===== config.mk =====
export PLATFORM = sky130hd
export DESIGN_NAME = video_frame_source
export DESIGN_NICKNAME = d
export VERILOG_FILES = /design/src/rtl/video_frame_source.sv
export SDC_FILE = /design/constraint.sdc
export NUM_CORES = 1
export LEC_CHECK = 0
export CORE_UTILIZATION = 40
export DETAILED_ROUTE_END_ITERATION = 10
export PLACE_DENSITY = 0.65
export RECOVER_POWER = 50
export SLEW_MARGIN = 25
export SYNTH_ARGS = -nofsm -noshare
export SYNTH_HDL_FRONTEND = slang
export SYNTH_SLANG_ARGS = --single-unit

===== constraint.sdc =====
create_clock -name i_clk -period 4.35 [get_ports i_clk]
set_input_delay 1.305 -clock i_clk [delete_from_list [all_inputs] [get_ports i_clk]]
set_output_delay 1.305 -clock i_clk [all_outputs]
set_load 0.02 [all_outputs]

===== src/rtl/video_frame_source.sv =====
// video_frame_source
// Reads one NUM_LINES x LINE_WIDTH frame from a frame-buffer read port in raster
// order and replays it as a valid/data/eol stream with sof/eof markers and
// HBLANK idle cycles between lines. A small prefetch FIFO with credit-limited
// requests hides the variable read latency of the memory.
module video_frame_source #(
    parameter  int DATA_WIDTH = 8,
    parameter  int LINE_WIDTH = 640,
    parameter  int NUM_LINES  = 480,
    parameter  int HBLANK     = 16,
    parameter  int FIFO_DEPTH = 8,
    localparam int ADDR_WIDTH = $clog2(LINE_WIDTH * NUM_LINES)
) (
    input  logic                  i_clk,
    input  logic                  i_rst,
    input  logic                  i_start,
    output logic                  o_busy,
    output logic                  o_done,
    output logic                  o_rd_en,
    output logic [ADDR_WIDTH-1:0] o_rd_addr,
    input  logic                  i_rd_valid,
    input  logic [DATA_WIDTH-1:0] i_rd_data,
    output logic                  o_valid_out,
    output logic [DATA_WIDTH-1:0] o_data_out,
    output logic                  o_eol_out,
    output logic                  o_sof_out,
    output logic                  o_eof_out
);

    localparam int TOTAL   = LINE_WIDTH * NUM_LINES;
    localparam int FETCH_W = $clog2(TOTAL + 1);
    localparam int PTR_W   = $clog2(FIFO_DEPTH);
    localparam int CNT_W   = PTR_W + 1;
    localparam int SUM_W   = CNT_W + 1;
    localparam int COL_W   = $clog2(LINE_WIDTH);
    localparam int LINE_W  = $clog2(NUM_LINES + 1);
    localparam int HB_W    = $clog2(HBLANK + 2);

    localparam logic [FETCH_W-1:0] TOTAL_F   = FETCH_W'(TOTAL);
    localparam logic [SUM_W-1:0]   DEPTH_S   = SUM_W'(FIFO_DEPTH);
    localparam logic [COL_W-1:0]   LAST_COL  = COL_W'(LINE_WIDTH - 1);
    localparam logic [LINE_W-1:0]  LAST_LINE = LINE_W'(NUM_LINES - 1);
    localparam logic [HB_W-1:0]    HB_LAST   = HB_W'((HBLANK > 0) ? HBLANK - 1 : 0);

    typedef enum logic [1:0] {
        S_IDLE,
        S_ACTIVE,
        S_HBLANK,
        S_DONE
    } state_t;

    state_t                 state;
    logic [FETCH_W-1:0]     fetch_cnt;
    logic [CNT_W-1:0]       outstanding;
    logic [CNT_W-1:0]       fifo_count;
    logic [PTR_W-1:0]       wr_ptr;
    logic [PTR_W-1:0]       rd_ptr;
    logic [DATA_WIDTH-1:0]  fifo_mem [FIFO_DEPTH];
    logic [COL_W-1:0]       col;
    logic [LINE_W-1:0]      line;
    logic [HB_W-1:0]        hb_cnt;
    logic                   credit_ok;
    logic                   accept_rd;
    logic                   pop;

    // A request may only be issued when a FIFO slot is guaranteed for its response,
    // so in-flight reads plus buffered pixels never exceed the FIFO capacity.
    assign credit_ok = ({1'b0, outstanding} + {1'b0, fifo_count}) < DEPTH_S;
    assign o_rd_en   = o_busy && (fetch_cnt < TOTAL_F) && credit_ok;
    assign o_rd_addr = fetch_cnt[ADDR_WIDTH-1:0];
    assign accept_rd = i_rd_valid && (outstanding != '0);
    assign pop       = (state == S_ACTIVE) && (fifo_count != '0);

    // Fetch address and count of read requests still awaiting a response
    always_ff @(posedge i_clk) begin
        if (i_rst) begin
            fetch_cnt   <= '0;
            outstanding <= '0;
        end else begin
            if (state == S_DONE) begin
                fetch_cnt <= '0;
            end else if (o_rd_en) begin
                fetch_cnt <= fetch_cnt + FETCH_W'(1);
            end
            case ({o_rd_en, accept_rd})
                2'b10:   outstanding <= outstanding + CNT_W'(1);
                2'b01:   outstanding <= outstanding - CNT_W'(1);
                default: outstanding <= outstanding;
            endcase
        end
    end

    // Prefetch FIFO storage, written only by accepted read responses
    always_ff @(posedge i_clk) begin
        if (accept_rd) begin
            fifo_mem[wr_ptr] <= i_rd_data;
        end
    end

    // Prefetch FIFO pointers and occupancy
    always_ff @(posedge i_clk) begin
        if (i_rst) begin
            wr_ptr     <= '0;
            rd_ptr     <= '0;
            fifo_count <= '0;
        end else begin
            if (accept_rd) begin
                wr_ptr <= wr_ptr + PTR_W'(1);
            end
            if (pop) begin
                rd_ptr <= rd_ptr + PTR_W'(1);
            end
            case ({accept_rd, pop})
                2'b10:   fifo_count <= fifo_count + CNT_W'(1);
                2'b01:   fifo_count <= fifo_count - CNT_W'(1);
                default: fifo_count <= fifo_count;
            endcase
        end
    end

    // Frame sequencer: pops pixels into the registered output stream and paces lines
    always_ff @(posedge i_clk) begin
        if (i_rst) begin
            state       <= S_IDLE;
            o_busy      <= 1'b0;
            o_done      <= 1'b0;
            o_valid_out <= 1'b0;
            o_data_out  <= '0;
            o_eol_out   <= 1'b0;
            o_sof_out   <= 1'b0;
            o_eof_out   <= 1'b0;
            col         <= '0;
            line        <= '0;
            hb_cnt      <= '0;
        end else begin
            o_valid_out <= 1'b0;
            o_eol_out   <= 1'b0;
            o_sof_out   <= 1'b0;
            o_eof_out   <= 1'b0;
            o_done      <= 1'b0;
            case (state)
                S_IDLE: begin
                    if (i_start) begin
                        state  <= S_ACTIVE;
                        o_busy <= 1'b1;
                        col    <= '0;
                        line   <= '0;
                    end
                end
                S_ACTIVE: begin
                    if (pop) begin
                        o_valid_out <= 1'b1;
                        o_data_out  <= fifo_mem[rd_ptr];
                        o_sof_out   <= (col == '0) && (line == '0);
                        if (col == LAST_COL) begin
                            o_eol_out <= 1'b1;
                            o_eof_out <= (line == LAST_LINE);
                            col       <= '0;
                            if (line == LAST_LINE) begin
                                state <= S_DONE;
                            end else begin
                                line <= line + LINE_W'(1);
                                if (HBLANK > 0) begin
                                    state  <= S_HBLANK;
                                    hb_cnt <= '0;
                                end
                            end
                        end else begin
                            col <= col + COL_W'(1);
                        end
                    end
                end
                S_HBLANK: begin
                    if (hb_cnt == HB_LAST) begin
                        state <= S_ACTIVE;
                    end else begin
                        hb_cnt <= hb_cnt + HB_W'(1);
                    end
                end
                S_DONE: begin
                    o_done <= 1'b1;
                    o_busy <= 1'b0;
                    state  <= S_IDLE;
                end
                default: state <= S_IDLE;
            endcase
        end
    end

endmodule


==> results of run 1 <==
-- sequential cells by signal, summed over array words and instances, names as in the netlist --
signal and flops:
state 2, rd_ptr 3, col 10, hb_cnt 5, fifo_mem 64, o_valid_out 1, outstanding 4, wr_ptr 3
o_eol_out 1, o_data_out 8, fifo_count 4, line 9, o_done 1, o_sof_out 1, o_eof_out 1, o_busy 1
o_rd_addr 19
-- worst register-to-register path, cell delays in order (launching register included) --
cell and delay [ns]:
dfxtp_1 0.41, ha_1 0.27, nor4b_1 0.39, o2111ai_2 0.19, buf_4 0.25, ha_1 0.28, ha_1 0.29, a21o_1 0.17
a21oi_1 0.17, mux2i_1 0.21, mux2_2 0.35
-- final timing paths --
check	startpoint	endpoint	slack [ns]	cells past startpoint
max	i_rst	o_rd_addr[12]$_SDFFE_PP0P_	0.49	5
max reg2reg	fifo_count[3]$_SDFFE_PP0P_	outstanding[3]$_SDFFE_PP0P_	1.24	10
min	line[8]$_SDFFE_PP0P_	o_sof_out$_SDFF_PP0_	0.51	1
min reg2reg	line[8]$_SDFFE_PP0P_	o_sof_out$_SDFF_PP0_	0.51	1
-- power by group --
part | internal, mW | switching, mW
sequential | 1.44 | 0.0788
clock | 0.804 | 0.596
combinational | 0.254 | 0.338
-- layout make-up --
type / instances / share of cell area
well taps: 184 / 0.0312
repair buffers: 56 / 0.0697
flip-flops and latches: 137 / 0.458
clock inverters: 13 / 0.0166
inverters: 29 / 0.0147
clock buffers: 19 / 0.0629
multi-input cells: 348 / 0.346
-- routing by layer --
layer	track usage	vias up	share of wire
met5	0	-	0
li1	-	2126	-
met2	0.299	95	0.51
met4	0.0758	0	0.018
met1	0.216	2160	0.44
met3	0.0378	18	0.037
-- through the flow --
stage	setup WS [ns]	util	hold WS, ns	power [mW]
2_1_floorplan	1.26	-	0.442	1.94
3_3_place_gp	0.693	0.462	0.464	2.11
3_5_place_dp	0.612	0.462	0.484	2.14
4_1_cts	0.486	0.502	0.499	3.54
5_1_grt	0.284	0.500	0.522	3.67
6_report	0.487	0.500	0.506	3.52
-- cells by family after synthesis --
family	count (synthesis)	share of synthesized area
compound gates	106	0.115
xor+xnor	14	0.0200
fa+ha+maj	20	0.0432
buf+inv	55	0.0342
flops	137	0.551
mux	32	0.0851
simple gates	176	0.151
-- layout by cell type, fill, tap and decap left out, types with 8 or more instances in the layout --
| cell type | synthesis | routed |
|---|---|---|
| dfxtp_1 | 73 | 73 |
| edfxtp_1 | 64 | 64 |
| nor2_1 | 51 | 51 |
| nand2_1 | 36 | 36 |
| a21oi_1 | 36 | 36 |
| clkdlybuf4s50_1 | 0 | 35 |
| inv_1 | 27 | 27 |
| ha_1 | 18 | 18 |
| clkbuf_16 | 0 | 18 |
| mux4_2 | 16 | 16 |
| o31ai_1 | 15 | 15 |
| mux2i_1 | 14 | 14 |
| or4_1 | 13 | 13 |
| nand2b_1 | 11 | 11 |
| nor4_1 | 10 | 10 |
| nand3_1 | 10 | 10 |
| dlygate4sd3_1 | 0 | 10 |
| o21ai_0 | 9 | 9 |
| nand4_1 | 8 | 8 |
| xnor2_1 | 8 | 8 |
| a211oi_1 | 8 | 8 |
-- synth_stat cells (2+ instances only) --
cell	number
edfxtp_1	64
o21ai_0	9
mux4_2	16
a211o_1	2
nand4_2	2
a2111oi_0	3
a311o_1	2
or4_1	13
and3_1	2
buf_1	5
nand4_1	8
nor3b_1	2
and4_1	2
xor2_1	6
buf_2	3
clkbuf_1	18
or3_1	6
or2_2	2
or4_4	2
nor4_1	10
nor2b_1	6
dfxtp_1	73
inv_1	27
a41oi_1	4
ha_1	18
fa_1	2
mux2i_1	14
o2111ai_1	3
nand3_1	10
a211oi_1	8
a21oi_1	36
a31oi_1	6
nand2b_1	11
nor3_1	5
nor4b_1	2
o21ai_1	2
xnor2_1	8
nand2_1	36
a21o_1	2
a2bb2oi_1	2
nor2_1	51
o31ai_1	15
mux2_2	2
a31o_2	2
and2_1	2
==> results.json, run 1 <==
{
  "layout-drive-gt1-share": 0.116,
  "die-area_um2": 15900,
  "register_area_um2": 3380,
  "synth_top_cell_by_area": "edfxtp_1",
  "dr.first_iter.drc_count": 242,
  "nNetsFinal": 621,
  "async_flop_share": 0,
  "clock_latency_ns": 0.42,
  "post_cts_buffers": 0,
  "core_um2": 14800,
  "drc": 0,
  "clock-root-buffer": "clkbuf_16",
  "synthToLayoutAreaGrowth_pct": 20.1,
  "status": "finished, violations left",
  "crit_type": "in2reg",
  "ant_nets": 0,
  "worst_path_max_delay_cell": "clkbuf_1",
  "rsz0062_at_grt": "no",
  "violations": "max-capacitance violations, max-slew violations",
  "grt_pass1_vias": 4306,
  "dieHeight_um": 126,
  "globalRoute.totalOverflow": 0,
  "hpwl_um": 8680,
  "cp_num_buf_inv": 2,
  "synth_cells": 540,
  "synth_edf_count": 64,
  "fin_crit_sh": 0.888,
  "worst-endpoint-required_ns": 4.66,
  "cp_top_family": "buffers and inverters",
  "fin_crit_ns": 3.86,
  "powerDensity_nw_per_um2": 476,
  "synth_top_area_frac": 0.313,
  "routed-via-count": 4399,
  "min_path_type": "reg2reg",
  "crit_chain": "dlygate4sd3_1 > clkbuf_1 > nand2b_1 > nor2_1 > a41o_1",
  "fin_setup_tns_ns": 0,
  "synth.area.top_cells": "edfxtp_1 (31%), dfxtp_1 (24%), mux4_2 (5.9%), ha_1 (3.7%), nor2_1 (3.1%)",
  "maxCapViolCount": 1,
  "io_buffers": 45,
  "grt_max_degree": 41,
  "cts_buffer_depth": 2,
  "globalRouteTotalUtil": 0.176,
  "initial_core_util": 0.416,
  "max_stage_delay_ns": 1.31,
  "place_congestion": 0.769,
  "boundaryPins": 46,
  "fin_skew_ns": 0.0105,
  "viasPerCell": 5.60,
  "fmax_ghz": 0.259,
  "dr.pass1.iters": 4,
  "wl_um": 13100,
  "grt_antenna_before_repair": 0,
  "clk_pin_slew_worst_paths_ns": 0.06,
  "antennaDiodeCount": 0,
  "hold_buffers": 0,
  "instances_no_fill": 786,
  "slew_violations": 41,
  "routedWlPerCell_um": 16.7,
  "endpoint_kind": "flop",
  "cts_resized": 0,
  "grt_pass1_wl_um": 21700,
  "synth_ff_type": "dfxtp_1",
  "tritoncts": "done",
  "slew_headroom": -0.206,
  "synth-warning-count": 0,
  "crit_fanout": 40,
  "finalSetupViolations": 0,
  "ys_types": 61,
  "startpoint_type": "primary input",
  "num_rows": 44,
  "multiInputGateArea_um2": 2560,
  "p_leak_nw": 2.45,
  "cts_made_buffers": 17,
  "die_x_um": 126,
  "syn_area_per_cell_um2": 11.4,
  "worst_pin_slew_ns": 1.81,
  "htreeDepth": 4,
  "syn-num-nets": 572,
  "final_hold_viol_count": 0,
  "ir_drop_mv": 0.320,
  "worstPathArrival_ns": 4.17,
  "final_area_um2": 7380,
  "placed_area_um2": 6810,
  "dp.cells": 754,
  "ys_seq_elements": 137,
  "syn_area_um2": 6140,
  "cts.sinks": 137,
  "yosysSeqAreaShare": 0.551,
  "n_fill_cell": 1311
}
Power figures use the tool's default switching activity.
==> run 2, diff against run 1 <==
--- a/config.mk
+++ b/config.mk
@@ -7,8 +7,10 @@
 export LEC_CHECK = 0
 export CORE_UTILIZATION = 40
 export DETAILED_ROUTE_END_ITERATION = 10
+export GPL_ROUTABILITY_DRIVEN = 0
 export PLACE_DENSITY = 0.65
 export RECOVER_POWER = 50
+export SETUP_SLACK_MARGIN = 0.4
 export SLEW_MARGIN = 25
 export SYNTH_ARGS = -nofsm -noshare
 export SYNTH_HDL_FRONTEND = slang
==> run 2 against run 1 <==
Net effect: the flow now finishes without violations; first-iteration DRC count up 0.83%; worst hold slack worse by 0.0048 ns; setup slack better by 0.41 ns; die area unchanged; power about the same; global-route usage unchanged; largest power group unchanged.
==> results.json, run 2 (same netlist as run 1, synthesis figures left out) <==
{
  "rsz0062_at_grt": "no",
  "dieHeight_um": 126,
  "fin_skew_ns": 0.0119,
  "crit_fanout": 6,
  "min_path_type": "reg2reg",
  "crit_type": "reg2out",
  "dr.pass1.iters": 4,
  "tritoncts": "done",
  "dr.first_iter.drc_count": 244,
  "wl_um": 13100,
  "routed-via-count": 4395,
  "fin_crit_sh": 0.793,
  "globalRoute.totalOverflow": 0,
  "hold_buffers": 0,
  "post_cts_buffers": 0,
  "synthToLayoutAreaGrowth_pct": 20.1,
  "drc": 0,
  "startpoint_type": "flop",
  "clock_latency_ns": 0.42,
  "io_buffers": 45,
  "die_x_um": 126,
  "layout_common_cells": "dfxtp_1 (73), edfxtp_1 (64), nor2_1 (51)",
  "globalRouteTotalUtil": 0.176,
  "cts_made_buffers": 17,
  "ir_drop_mv": 0.319,
  "cts_buffer_depth": 2,
  "clock-root-buffer": "clkbuf_16",
  "hpwl_um": 8680,
  "clk_pin_slew_worst_paths_ns": 0.06,
  "slew_headroom": 0.372,
  "boundaryPins": 46,
  "instances_no_fill": 786,
  "dp.cells": 754,
  "final_common_cell": "dfxtp_1",
  "grt_max_degree": 41,
  "viasPerCell": 5.59,
  "worstPathArrival_ns": 2.15,
  "worst-endpoint-required_ns": 3.04,
  "cts.sinks": 137,
  "endpoint_kind": "output pin",
  "cts_resized": 0,
  "nNetsFinal": 621,
  "final_core_util": 0.500,
  "fmax_ghz": 0.290,
  "fin_crit_ns": 3.45,
  "p_leak_nw": 2.46,
  "num_rows": 44,
  "layout-drive-gt1-share": 0.115,
  "maxCapViolCount": 0,
  "grt_antenna_before_repair": 0,
  "max_stage_delay_ns": 0.40,
  "slew_violations": 0,
  "die-area_um2": 15900,
  "antennaDiodeCount": 0,
  "grt_pass1_vias": 4306,
  "powerDensity_nw_per_um2": 476,
  "ant_nets": 0,
  "crit_chain": "ha_1 > nor4b_1 > o2111ai_2 > inv_1 > dlymetal6s2s_1",
  "finalSetupViolations": 0,
  "largest_reg_flops": 64,
  "grt_pass1_wl_um": 21700,
  "fin_ws_ns": 0.900,
  "final_hold_viol_count": 0,
  "routedWlPerCell_um": 16.7,
  "core_um2": 14800,
  "htreeDepth": 4,
  "top_register": "fifo_mem",
  "status": "complete, no violations",
  "place_ws_ns": 0.612,
  "initial_core_util": 0.416,
  "worst_path_max_delay_cell": "dfxtp_1",
  "fin_setup_tns_ns": 0,
  "worst_pin_slew_ns": 0.941
}
[run 2: cell count changes in the layout (fill, tap and decap cells not counted)]
cell	change
clkdlybuf4s50_1	-2
buf_4	+1
clkbuf_1	-1
dlygate4sd3_1	+1
dlymetal6s2s_1	+1
inv_1	+1
inv_2	-1
nand4_1	+1
nand4_2	-1
[run 2: through the flow]
step	total power, mW	cell area, um^2	hold WS (ns)
after global routing	3.67	7380	0.522
after detailed placement	2.14	6810	0.484
after floorplan	1.94	6140	0.442
after global placement	2.11	6810	0.464
final	3.51	7380	0.501
after CTS	3.54	7400	0.499
[run 2: per-layer routing]
layer	global-route usage	vias to the layer above	wire length, um
met4	0.0758	0	233
met1	0.216	2161	5790
met3	0.0378	19	455
li1	-	2127	-
met2	0.299	88	6630
met5	0	-	0
[run 2: worst max-delay path, delay by kind of cell (launching register included)]
kind / cells / cell delay, ns
compound gates: 1 / 0.19
fa+ha+maj: 1 / 0.27
buf+inv: 2 / 0.48
flops: 1 / 0.40
simple gates: 1 / 0.39
[run 2: final timing paths]
kind | start | endpoint | slack (ns) | cells past startpoint
max | fifo_count[3]$_SDFFE_PP0P_ | o_rd_en | 0.90 | 5
min | line[8]$_SDFFE_PP0P_ | o_sof_out$_SDFF_PP0_ | 0.50 | 1
min reg2reg | line[8]$_SDFFE_PP0P_ | o_sof_out$_SDFF_PP0_ | 0.50 | 1
max reg2reg | state[0]$_SDFFE_PP0P_ | fifo_count[3]$_SDFFE_PP0P_ | 1.01 | 9
[run 2: layout make-up]
type	instances	area [um^2]
Multi-Input combinational cell	348	2550
Fill cell	1309	7370
Tap cell	184	230
Sequential cell	137	3380
Clock buffer	19	464
Timing Repair Buffer	56	520
Inverter	29	109
Clock inverter	13	123
[run 2: where the power goes]
| group | internal (mW) | switching (mW) |
|---|---|---|
| clock | 0.804 | 0.595 |
| combinational | 0.254 | 0.337 |
| sequential | 1.44 | 0.0787 |
==> run 3, diff against run 2 <==
--- a/config.mk
+++ b/config.mk
@@ -8,7 +8,7 @@
 export CORE_UTILIZATION = 40
 export DETAILED_ROUTE_END_ITERATION = 10
 export GPL_ROUTABILITY_DRIVEN = 0
-export PLACE_DENSITY = 0.65
+export PLACE_DENSITY = 0.67
 export RECOVER_POWER = 50
 export SETUP_SLACK_MARGIN = 0.4
 export SLEW_MARGIN = 25
==> constraint.sdc (replaced) <==
create_clock -name i_clk -period 3.1 [get_ports i_clk]
set_input_delay 0.93 -clock i_clk [delete_from_list [all_inputs] [get_ports i_clk]]
set_output_delay 0.93 -clock i_clk [all_outputs]
set_load 0.02 [all_outputs]
==> run 3 against run 2 <==
Net effect: combinational power up 62%; via count rose by 0.89%; power grew 43%; clock power up 39%.
==> results.json, run 3 (same netlist as run 1, synthesis figures left out) <==
{
  "endpoint_kind": "flop",
  "wl_um": 12900,
  "grt_antenna_before_repair": 0,
  "worst_pin_slew_ns": 1.18,
  "worst_path_max_delay_cell": "clkbuf_1",
  "rsz0062_at_grt": "yes",
  "startpoint_type": "primary input",
  "grt_pass1_wl_um": 21600,
  "hold-worst-slack_ns": 0.496,
  "tritoncts": "done",
  "viasPerCell": 5.50,
  "globalRoute.totalOverflow": 0,
  "dr.pass1.iters": 4,
  "cts_made_buffers": 17,
  "cts.sinks": 137,
  "status": "complete, no violations",
  "routed-via-count": 4434,
  "die-area_um2": 15900,
  "worst-endpoint-required_ns": 3.43,
  "min_path_type": "reg2reg",
  "ant_nets": 0,
  "globalRouteTotalUtil": 0.176,
  "crit_type": "in2reg",
  "boundaryPins": 46,
  "layout_common_cells": "dfxtp_1 (66), edfxtp_1 (64), nor2_1 (51)",
  "nNetsFinal": 641,
  "final_core_util": 0.515,
  "powerDensity_nw_per_um2": 660,
  "drc": 0,
  "maxCapViolCount": 0,
  "clk_pin_slew_worst_paths_ns": 0.06,
  "htreeDepth": 4,
  "fin_crit_ns": 2.73,
  "fmax_ghz": 0.366,
  "ir_drop_mv": 0.420,
  "largest_reg_flops": 64,
  "dp.cells": 768,
  "dieHeight_um": 126,
  "synthToLayoutAreaGrowth_pct": 23.8,
  "layout-drive-gt1-share": 0.170,
  "cp_top_family": "buffers and inverters",
  "placed_area_um2": 6950,
  "io_buffers": 45,
  "fin_crit_sh": 0.880,
  "clock_latency_ns": 0.43,
  "finalSetupViolations": 0,
  "grt_max_degree": 27,
  "instances_no_fill": 806,
  "num_rows": 44,
  "dr.first_iter.drc_count": 394,
  "fin_skew_ns": 0.00645,
  "grt_pass1_vias": 4361,
  "antennaDiodeCount": 0,
  "slew_headroom": 0.211,
  "final_common_cell": "dfxtp_1",
  "initial_core_util": 0.416,
  "cts_buffer_depth": 2,
  "routedWlPerCell_um": 16.0,
  "max_stage_delay_ns": 0.89,
  "core_um2": 14800,
  "final_area_um2": 7600,
  "top_register": "fifo_mem",
  "worstPathArrival_ns": 3.05,
  "die_x_um": 126,
  "slew_violations": 0,
  "hpwl_um": 8500,
  "clock-root-buffer": "clkbuf_16",
  "final_hold_viol_count": 0,
  "hold_buffers": 0,
  "crit_chain": "clkdlybuf4s50_1 > clkbuf_1 > a21oi_1 > nand2_1 > a31oi_1 > a41o_1",
  "p_leak_nw": 2.56,
  "crit_fanout": 26,
  "cp_num_buf_inv": 2
}
-- run 3: cell types whose count changed in the layout (fill, tap and decap cells not counted), moves of 3 or more --
| cell | change |
|---|---|
| buf_4 | +17 |
| dfxtp_1 | -7 |
| dfxtp_2 | +5 |
| ha_1 | -4 |
| dlygate4sd3_1 | -3 |
| ha_4 | +3 |
| inv_8 | -3 |
-- run 3: worst paths after layout --
path	from	to	slack, ns	depth (start not counted)
setup / recovery	i_rst	o_rd_addr[12]$_SDFFE_PP0P_	0.37	6
hold / removal	wr_ptr[0]$_SDFFE_PP0P_	wr_ptr[0]$_SDFFE_PP0P_	0.50	2
setup reg to reg	outstanding[0]$_SDFFE_PP0P_	fifo_count[3]$_SDFFE_PP0P_	0.44	7
hold reg to reg	wr_ptr[0]$_SDFFE_PP0P_	wr_ptr[0]$_SDFFE_PP0P_	0.50	2
-- run 3: worst register-to-register path, stage by stage (launching register included) --
cell	delay, ns
dfxtp_1	0.37
o41ai_1	0.72
ha_2	0.32
ha_1	0.24
a21o_1	0.19
a21oi_1	0.17
mux2i_1	0.21
mux2_2	0.34
-- run 3: metrics by stage --
step,power (mW),setup WS [ns],TNS (ns)
CTS,5.05,0.391,0
global placement,3.03,-0.0835,-0.0835
global route,5.27,0.197,0
floorplan,2.76,0.410,0
finish,5.02,0.371,0
detailed placement,3.07,-0.158,-0.158
-- run 3: layer usage --
metal / part of all wire / global-route usage / wire length, um / vias up
li1: - / - / - / 2181
met1: 0.45 / 0.218 / 5870 / 2176
met2: 0.50 / 0.294 / 6450 / 60
met3: 0.033 / 0.0446 / 423 / 17
met4: 0.012 / 0.0716 / 158 / 0
met5: 0 / 0 / 0 / -
-- run 3: layout make-up --
cell class / count / area (um^2)
inverters: 29 / 109
fillers: 1302 / 7150
well taps: 184 / 230
clock inverters: 13 / 106
repair buffers: 76 / 658
flip-flops and latches: 137 / 3400
multi-input cells: 348 / 2640
clock buffers: 19 / 464
-- run 3: repair_timing --
item                                    CTS  global route
pin swaps                                 4             6
resized for setup                         9            13
endpoints found under the setup margin    3             3
setup buffers                             3             3
-- run 3: where the power goes --
part	internal (mW)	total, mW	switching, mW	leakage [nW]
Sequential	2.03	2.13	0.0929	1.17
Combinational	0.447	0.958	0.511	1.11
Clock	1.11	1.94	0.827	0.279
Total	3.59	5.02	1.43	2.56
